## src/rtl/hs_pkg.sv

```systemverilog
// Shared slice-mode encodings and sizing helpers
// for the hs_slice_pipe stream register slices.
package hs_pkg;

  localparam int HS_BYPASS = 0;
  localparam int HS_FWD    = 1;
  localparam int HS_SKID   = 2;
  localparam int HS_FULL   = 3;

  // Entries held by one slice: 0, 1 or 2.
  typedef logic [1:0] cnt_t;

  // Enough bits to count 2 entries per stage.
  function automatic int hs_lvl_w(input int stages);
    return $clog2(2 * stages + 1);
  endfunction

endpackage

```

## src/rtl/hs_slice_stage.sv

```systemverilog
// One valid/ready register slice; MODE picks
// forward, skid or fully-registered behaviour.
module hs_slice_stage
  import hs_pkg::*;
#(
  parameter int WIDTH = 32,
  parameter int MODE  = HS_FULL
) (
  input  logic             clk,
  input  logic             rst,
  input  logic             valid_i,
  output logic             ready_o,
  input  logic [WIDTH-1:0] data_i,
  output logic             valid_o,
  input  logic             ready_i,
  output logic [WIDTH-1:0] data_o,
  output cnt_t             count
);

  generate
    if (MODE == HS_FWD) begin : g_fwd
      logic             v_q;
      logic [WIDTH-1:0] d_q;

      always_ff @(posedge clk) begin
        if (rst) begin
          v_q <= 1'b0;
          d_q <= '0;
        end else if (valid_i && ready_o) begin
          v_q <= 1'b1;
          d_q <= data_i;
        end else if (ready_i) begin
          v_q <= 1'b0;
        end
      end

      assign ready_o = !rst && (ready_i || !v_q);
      assign valid_o = !rst && v_q;
      assign data_o  = d_q;
      assign count   = {1'b0, v_q};

    end else if (MODE == HS_SKID) begin : g_skid
      logic             s_v;
      logic [WIDTH-1:0] s_d;

      always_ff @(posedge clk) begin
        if (rst) begin
          s_v <= 1'b0;
          s_d <= '0;
        end else if (s_v) begin
          if (ready_i) s_v <= 1'b0;
        end else if (valid_i && ready_o && !ready_i) begin
          s_v <= 1'b1;
          s_d <= data_i;
        end
      end

      assign ready_o = !rst && !s_v;
      assign valid_o = !rst && (s_v || valid_i);
      assign data_o  = s_v ? s_d : data_i;
      assign count   = {1'b0, s_v};

    end else if (MODE == HS_FULL) begin : g_full
      logic             m_v;
      logic [WIDTH-1:0] m_d;
      logic             s_v;
      logic [WIDTH-1:0] s_d;
      logic             in_x;
      logic             out_x;

      assign in_x  = valid_i && ready_o;
      assign out_x = m_v && ready_i;

      // Skid only fills behind a full main entry,
      // so s_v alone means "both entries full".
      always_ff @(posedge clk) begin
        if (rst) begin
          m_v <= 1'b0;
          m_d <= '0;
          s_v <= 1'b0;
          s_d <= '0;
        end else if (s_v) begin
          if (out_x) begin
            m_d <= s_d;
            s_v <= 1'b0;
          end
        end else if (in_x && out_x) begin
          m_d <= data_i;
        end else if (in_x && m_v) begin
          s_v <= 1'b1;
          s_d <= data_i;
        end else if (in_x) begin
          m_v <= 1'b1;
          m_d <= data_i;
        end else if (out_x) begin
          m_v <= 1'b0;
        end
      end

      assign ready_o = !rst && !s_v;
      assign valid_o = !rst && m_v;
      assign data_o  = m_d;
      assign count   = cnt_t'(m_v) + cnt_t'(s_v);

    end else begin : g_byp
      assign ready_o = !rst && ready_i;
      assign valid_o = !rst && valid_i;
      assign data_o  = data_i;
      assign count   = '0;
    end
  endgenerate

endmodule

```

## src/rtl/hs_slice_pipe.sv

```systemverilog
// Chain of STAGES valid/ready slices with an
// occupancy count for flow monitoring.
module hs_slice_pipe
  import hs_pkg::*;
#(
  parameter  int WIDTH  = 32,
  parameter  int STAGES = 2,
  parameter  int MODE   = HS_FULL,
  localparam int LW     = hs_lvl_w(STAGES)
) (
  input  logic             clk,
  input  logic             rst,
  input  logic             valid_i,
  output logic             ready_o,
  output logic             valid_o,
  input  logic             ready_i,
  input  logic [WIDTH-1:0] data_i,
  output logic [WIDTH-1:0] data_o,
  output logic [LW-1:0]    level_o
);

  generate
    if (MODE == HS_BYPASS) begin : g_byp
      assign valid_o = valid_i && !rst;
      assign ready_o = ready_i && !rst;
      assign data_o  = data_i;
      assign level_o = '0;

    end else begin : g_chain
      logic             v [STAGES+1];
      logic             r [STAGES+1];
      logic [WIDTH-1:0] d [STAGES+1];
      cnt_t             cnt [STAGES];
      logic [LW-1:0]    sum;

      assign v[0]       = valid_i;
      assign d[0]       = data_i;
      assign ready_o    = r[0];
      assign valid_o    = v[STAGES];
      assign data_o     = d[STAGES];
      assign r[STAGES]  = ready_i;

      for (genvar k = 0; k < STAGES; k++) begin : g_stage
        hs_slice_stage #(
          .WIDTH (WIDTH),
          .MODE  (MODE)
        ) u_stage (
          .clk     (clk),
          .rst     (rst),
          .valid_i (v[k]),
          .ready_o (r[k]),
          .data_i  (d[k]),
          .valid_o (v[k+1]),
          .ready_i (r[k+1]),
          .data_o  (d[k+1]),
          .count   (cnt[k])
        );
      end

      always_comb begin
        sum = '0;
        for (int k = 0; k < STAGES; k++) begin
          sum = sum + LW'(cnt[k]);
        end
      end

      assign level_o = rst ? '0 : sum;
    end
  endgenerate

endmodule

```

## config.mk

```make
export PLATFORM = sky130hd
export DESIGN_NAME = hs_slice_pipe
export DESIGN_NICKNAME = d
export VERILOG_FILES = /design/src/rtl/hs_pkg.sv /design/src/rtl/hs_slice_stage.sv /design/src/rtl/hs_slice_pipe.sv
export SDC_FILE = /design/constraint.sdc
export NUM_CORES = 1
export LEC_CHECK = 0
export ABC_AREA = 1
export CORE_UTILIZATION = 45
export DETAILED_ROUTE_END_ITERATION = 8
export PLACE_DENSITY = 0.69
export SLEW_MARGIN = 30
export SYNTH_ARGS = -nofsm -noshare
export SYNTH_HDL_FRONTEND = slang
export SYNTH_SLANG_ARGS = --single-unit
```

## constraint.sdc

```tcl
create_clock -name clk -period 1.8 [get_ports clk]
set_input_delay 0.54 -clock clk [delete_from_list [all_inputs] [get_ports clk]]
set_output_delay 0.54 -clock clk [all_outputs]
set_load 0.005 [all_outputs]
```

==> metrics, run 1 <==
status=finished with violations; failing checks=setup timing; FFs w/ async S/R, synth=0%; Area Overhead vs Synth=23.2%; Post-synth top cells=nand2_1, nor2_1, dfxtp_1; number of flops mapped to enable cells by yosys=0; RSZ-0062 raised after global routing=yes; library cells used by synthesis=24; fill count=1269; WP data required=between 1 and 1.5 ns; Max Cap Violations=0; Residual DRC=0; CP arrival=1.91 ns; ys flop type=dfxtp_1; # hold bufs at CTS=0; Wirelength per Cell=11.9 um; Overall Global Routing Usage=19.6%; Synth Cell Area=between 6000 and 7000 sq um; Startpoint Class=flip-flop; Final Hold Viols=0; post-route ant nets=0; GR Overflow Total=0; critical path cell sequence=fa_1 > ha_4 > ha_4 > inv_2 > nor2_2 > buf_2; vias in the first global route=4698; CTS Buffer Depth=2; first-pass GRT wire length=about 23000 um; Lkg Pwr=3.86 nW; P per Cell Area=935 nW/um^2; Crit path top cell by count=ha_4; clock root cell=clkbuf_16; Yosys top cell area share=between 40% and 50%; Post-CTS Setup Repair Bufs=0; CTS buffer count=17; Die W=roughly 120 um; port bufs=72; CTS Sinks=roughly 130; core region area=13800 sq um; DRT Wirelength=roughly 13000 um; Tcrit/Tclk final=136%; largest net degree at the start of global routing=65; H-tree lvl count=4; CP Capture Type=output pin; Cell Rows=43; dominant cells by area after synthesis=dfxtp_1, nand2_1, nor2_1, a21oi_1, nand3_1; Initial Util=46.0%; Slew @ Worst Pin=roughly 0.31 ns; Crit Path Class=flip-flop to output pin; Post-layout nets=973; slowest library cell on the worst path=fa_1; slew margin rel.=78.9%; height of the die=roughly 120 um; Max VDD drop=just under 0.5 mV; CTS tree=built; Via density=between 4 and 5; max-slew violation count=0; final setup TNS=-1.72 ns; Fin Hold WS=approximately 0.47 ns; synthesis-stage register bit count=132; DR pass1 iterations=4; Syn Area/Cell=between 7 and 8 sq um; initial antenna violation count=0; area taken by multi-input logic gates=about 3000 sq um; gp weighted congestion=approximately 0.76; Antenna Cells=0; number of I/O pins=73; worst clock skew=around 0.0053 ns; final setup margin=-0.654 ns; First DRT Iteration DRCs=roughly 440; Syn Nets=945; Mapped Cells=906; critical path fanouts, max=2; Seq/Total Area, Yosys=roughly 42%; warnings from Yosys=0; Vias=~5400; full die area=14600 sq um; share of cells above drive strength 1=approximately 10%; HP Class=flip-flop to flip-flop; Final HPWL DP=~8400 um; CP max stage delay=around 0.53 ns; maximum clock rate=just over 0.4 GHz; Synth area leader=dfxtp_1; most frequent cell after synthesis=nand2_1; setup violators final=3; clock slew at reported path FFs=approximately 0.050 ns; Skew-Pair Late Insertion Delay=roughly 0.41 ns; fin crit period=between 2 and 2.5 ns; Reg area=about 2700 sq um
## cells in the final DEF, fill, tap and decap left out, types with 3 or more instances in the layout
cell,n
nand2_1,200
nor2_1,193
dfxtp_1,128
a21oi_1,66
nand3_1,65
inv_1,34
clkdlybuf4s50_1,34
a21boi_0,32
o21a_1,32
o21ai_0,30
dlymetal6s2s_1,28
buf_4,19
clkbuf_16,17
buf_12,16
inv_2,6
dlygate4sd2_1,5
clkinv_2,4
nor2_2,3
o21ai_1,3
bufinv_16,3
clkbuf_8,3
buf_2,3
## power breakdown
| group | internal, mW | switching, mW | leakage [nW] | total, mW |
|---|---|---|---|---|
| clock | 2.27 | 1.21 | 0.291 | 3.48 |
| sequential | 3.04 | 0.0769 | 1.08 | 3.12 |
| combinational | 0.359 | 0.364 | 2.49 | 0.723 |
| total | 5.67 | 1.65 | 3.86 | 7.32 |
## stage by stage
| stage | power, mW | setup WS [ns] | instances | utilization (%) | instance area [sq um] |
|---|---|---|---|---|---|
| after global placement | 3.91 | -0.586 | 1095 | 51.8 | 7170 |
| after floorplan | 3.64 | -0.110 | 906 | - | 6380 |
| after CTS | 7.39 | -0.671 | 1125 | 56.0 | 7750 |
| after detailed placement | 3.91 | -0.609 | 1095 | 51.8 | 7170 |
| after global routing | 7.65 | -0.738 | 1125 | 56.6 | 7830 |
| final | 7.32 | -0.654 | 1125 | 56.6 | 7830 |
## state kept, by name, indices dropped and copies added (netlist names)
name and cells:
g_chain.g_stage.u_stage.g_full.s_d 64, g_chain.g_stage.u_stage.g_full.m_v 2, g_chain.g_stage.u_stage.g_full.s_v 2, g_chain.g_stage.u_stage.data_o 64
## kinds of logic (layout without fill, tap and decap cells)
group | count (synthesis) | in the layout | share of synthesized area, %
DFF | 132 | 132 | 41.6
buffers and inverters | 140 | 179 | 12.5
adders and majority gates | 3 | 3 | 0.709
AOI/OAI and AO/OA | 165 | 165 | 15.7
and+or+nand+nor | 466 | 466 | 29.5
## layer usage
| layer | GRT usage [%] | routed length [um] |
|---|---|---|
| met5 | 0 | 0 |
| met4 | 5.56 | 131 |
| met3 | 4.39 | 602 |
| met2 | 27.5 | 5400 |
| met1 | 29.6 | 7210 |
## final timing paths
path	from	end	slack [ns]	depth (start not counted)
setup / recovery	g_chain.g_stage[0].u_stage.g_full.m_v$_SDFFE_PP0P_	level_o[1]	-0.65	6
hold / removal	g_chain.g_stage[1].u_stage.data_o[21]$_SDFFE_PP0P_	g_chain.g_stage[1].u_stage.data_o[21]$_SDFFE_PP0P_	0.47	2
setup reg to reg	g_chain.g_stage[1].u_stage.g_full.s_v$_SDFF_PP0_	g_chain.g_stage[1].u_stage.data_o[25]$_SDFFE_PP0P_	0.12	7
hold reg to reg	g_chain.g_stage[1].u_stage.data_o[21]$_SDFFE_PP0P_	g_chain.g_stage[1].u_stage.data_o[21]$_SDFFE_PP0P_	0.47	2
## critical path: cells and delay by family, from the launching register on
family / cells / cell delay, ns
flops: 1 / 0.34
fa+ha+maj: 3 / 0.97
buf+inv: 2 / 0.14
simple gates: 1 / 0.06
## cell type report
| type | instances | area share [%] |
|---|---|---|
| clock buffer | 21 | 6.01 |
| clock inverter | 9 | 1.65 |
| inverter | 41 | 1.98 |
| multi-input combinational | 634 | 37.8 |
| sequential | 132 | 33.9 |
| tap | 180 | 2.88 |
| timing repair buffer | 108 | 15.8 |
## repair_timing
| item | CTS | global route |
|---|---|---|
| gates resized for setup | 24 | 36 |
| setup endpoints to repair | 10 | 83 |
| pin swaps | 4 | 3 |
| gates cloned | 0 | 0 |
Power figures use the tool's default switching activity.
==> inputs of run 2 (changes only) <==
--- a/config.mk
+++ b/config.mk
@@ -6,6 +6,7 @@
 export NUM_CORES = 1
 export LEC_CHECK = 0
 export ABC_AREA = 1
+export CORE_ASPECT_RATIO = 1.2
 export CORE_UTILIZATION = 45
 export DETAILED_ROUTE_END_ITERATION = 8
 export PLACE_DENSITY = 0.69
==> run 2 against run 1 <==
Net effect:
- the flow still finishes with violations (setup timing)
- global-route usage is 1.2 points lower
- die area hardly changed
- final area is 0.58% lower
- utilization is 0.055 points lower
- first-iteration DRC count is 52% lower
- fmax is 2.2% higher
- wire length is 1.9% lower
- clock power is 3% lower
- cell count hardly changed
- setup slack better by 0.053 ns
- sequential cell count stayed put
- critical path type unchanged
- largest cell class unchanged
==> metrics, run 2 (same netlist as run 1, synthesis figures left out) <==
# hold bufs at CTS=0 (unchanged); maximum clock rate=0.416 GHz (was 0.408 GHz); CP arrival=1.86 ns (was 1.91 ns); critical path cell sequence=fa_1 > ha_2 > ha_4 > inv_2 > nor2_2 > buf_2 (was fa_1 > ha_4 > ha_4 > inv_2 > nor2_2 > buf_2); commonest cells after routing, fill and taps aside=nand2_1, nor2_1, dfxtp_1 (unchanged); Startpoint Class=flip-flop (unchanged); gp weighted congestion=0.731 (was 0.758); Post-CTS Setup Repair Bufs=0 (unchanged); area of placed instances=7150 sq um (was 7170 sq um); FF-to-FF Start=g_chain.g_stage[1].u_stage.g_full.s_v$_SDFF_PP0_ (unchanged); largest net degree at the start of global routing=89 (was 65); CTS buffer count=17 (unchanged); CP Capture Type=output pin (unchanged); fin crit period=2.40 ns (was 2.45 ns); H-tree lvl count=4 (unchanged); Die W=110 um (was 121 um); hold worst-path end=g_chain.g_stage[1].u_stage.data_o[3]$_SDFFE_PP0P_ (was g_chain.g_stage[1].u_stage.data_o[21]$_SDFFE_PP0P_); First DRT Iteration DRCs=211 (was 443); WP data required=1.26 ns (about the same); pre-CTS setup slack=-0.604 ns (was -0.609 ns); DR pass1 iterations=4 (unchanged); DRT Wirelength=13100 um (was 13300 um); Post-layout nets=981 (was 973); final setup margin=-0.601 ns (was -0.654 ns); Antenna Cells=0 (unchanged); Via density=4.79 (was 4.78); RSZ-0062 raised after global routing=yes (unchanged); core region area=13800 sq um (about the same); failing checks=setup timing (unchanged); slowest library cell on the worst path=fa_1 (unchanged); top sig layer=met4 (unchanged); Fin Hold WS=0.469 ns (was 0.473 ns); Area Overhead vs Synth=22.5% (was 23.2%); Overall Global Routing Usage=18.5% (was 19.6%); post-route cell area=7780 sq um (was 7830 sq um); slew margin rel.=70.5% (was 78.9%); post-route ant nets=0 (unchanged); Wirelength per Cell=11.6 um (was 11.9 um); min-delay src=g_chain.g_stage[1].u_stage.data_o[3]$_SDFFE_PP0P_ (was g_chain.g_stage[1].u_stage.data_o[21]$_SDFFE_PP0P_); Lkg Pwr=3.72 nW (was 3.86 nW); full die area=14600 sq um (about the same); clock slew at reported path FFs=0.05 ns (about the same); number of I/O pins=73 (unchanged); Residual DRC=0 (unchanged); Max Cap Violations=0 (unchanged); Vias=5391 (was 5379); share of cells above drive strength 1=11.5% (was 9.74%); Skew-Pair Late Insertion Delay=0.41 ns (about the same); Routed met2 length=5730 um (was 5400 um); worst clock skew=0.00627 ns (was 0.00526 ns); Crit Path Class=flip-flop to output pin (unchanged); clock root cell=clkbuf_16 (unchanged); vias in the first global route=4700 (was 4698); height of the die=132 um (was 121 um); port bufs=72 (unchanged); most common cell after layout, fill and taps aside=nand2_1 (unchanged); fill count=1355 (was 1269); Final HPWL DP=8340 um (was 8370 um); Initial Util=46.2% (was 46.0%); first-pass GRT wire length=22500 um (was 23100 um); FF-to-FF End=g_chain.g_stage[0].u_stage.data_o[2]$_SDFFE_PP0P_ (was g_chain.g_stage[1].u_stage.data_o[25]$_SDFFE_PP0P_); CTS tree=built (unchanged); initial antenna violation count=0 (unchanged); internal reg-to-reg setup slack=0.07 ns (was 0.12 ns); Slew @ Worst Pin=0.443 ns (was 0.315 ns); CTS Buffer Depth=2 (unchanged); HP Class=flip-flop to flip-flop (unchanged); CTS Sinks=132 (unchanged); wire length on met3=506 um (was 602 um); GR Overflow Total=0 (unchanged); critical path fanouts, max=2 (unchanged); P per Cell Area=926 nW/um^2 (was 935 nW/um^2); met1 WL=6710 um (was 7210 um); setup violators final=3 (unchanged); status=finished with violations (unchanged); Worst Hold Path Cells=2 (unchanged); Final Hold Viols=0 (unchanged); max-slew violation count=0 (unchanged); worst-case reg-to-reg path depth=7 (unchanged); Tcrit/Tclk final=133% (was 136%); Max VDD drop=0.554 mV (was 0.483 mV); Cell Rows=47 (was 43); CP max stage delay=0.47 ns (was 0.53 ns)
[run 2: worst max-delay path by stage]
stage | endpoint | cells after the start | from
finish | level_o[1] | 6 | g_chain.g_stage[1].u_stage.g_full.m_v$_SDFFE_PP0P_
global route | level_o[1] | 6 | g_chain.g_stage[1].u_stage.g_full.m_v$_SDFFE_PP0P_
CTS | level_o[1] | 6 | g_chain.g_stage[0].u_stage.g_full.s_v$_SDFF_PP0_
detailed placement | level_o[1] | 6 | g_chain.g_stage[1].u_stage.g_full.m_v$_SDFFE_PP0P_
global placement | level_o[1] | 6 | g_chain.g_stage[1].u_stage.g_full.m_v$_SDFFE_PP0P_
floorplan | level_o[1] | 5 | g_chain.g_stage[0].u_stage.g_full.m_v$_SDFFE_PP0P_
[run 2: layout make-up]
cell class / instances / area, sq um / area share (%)
Clock buffer: 25 / 527 / 6.77
Timing Repair Buffer: 116 / 1210 / 15.5
Tap cell: 171 / 214 / 2.75
Clock inverter: 7 / 67.6 / 0.868
Multi-Input combinational cell: 634 / 2950 / 37.9
Inverter: 41 / 155 / 1.99
Sequential cell: 132 / 2670 / 34.2
[run 2: routing by layer]
metal / up-vias / global-route usage (%)
met5: - / 0
met3: 13 / 4.51
met1: 2349 / 26.8
met4: 0 / 6.00
met2: 104 / 26.7
li1: 2925 / -
[run 2: power breakdown]
part | internal (mW) | switching (mW) | total, mW
sequential | 3.04 | 0.0773 | 3.12
combinational | 0.355 | 0.356 | 0.711
clock | 2.16 | 1.22 | 3.38
total | 5.56 | 1.65 | 7.21
[run 2: through the flow]
| stage | util (%) | setup TNS [ns] | power [mW] | cells |
|---|---|---|---|---|
| 2_1_floorplan | - | -0.141 | 3.64 | 906 |
| 3_3_place_gp | 52.0 | -49.94 | 3.90 | 1094 |
| 3_5_place_dp | 52.0 | -51.63 | 3.91 | 1094 |
| 4_1_cts | 56.3 | -1.85 | 7.30 | 1126 |
| 5_1_grt | 56.6 | -2.61 | 7.53 | 1126 |
| 6_report | 56.6 | -1.72 | 7.21 | 1126 |
[run 2: repair_timing]
item | 4_1_cts | 5_1_grt
setup endpoints to repair | 22 | 61
pin swaps | 4 | 3
cloned | 0 | 0
gates resized for setup | 32 | 27
[run 2: worst max-delay path, delay by kind of cell (launching register included)]
family,cells,cell delay [ns]
adders and majority gates,3,0.93
DFF,1,0.33
and+or+nand+nor,1,0.06
buffers and inverters,2,0.14
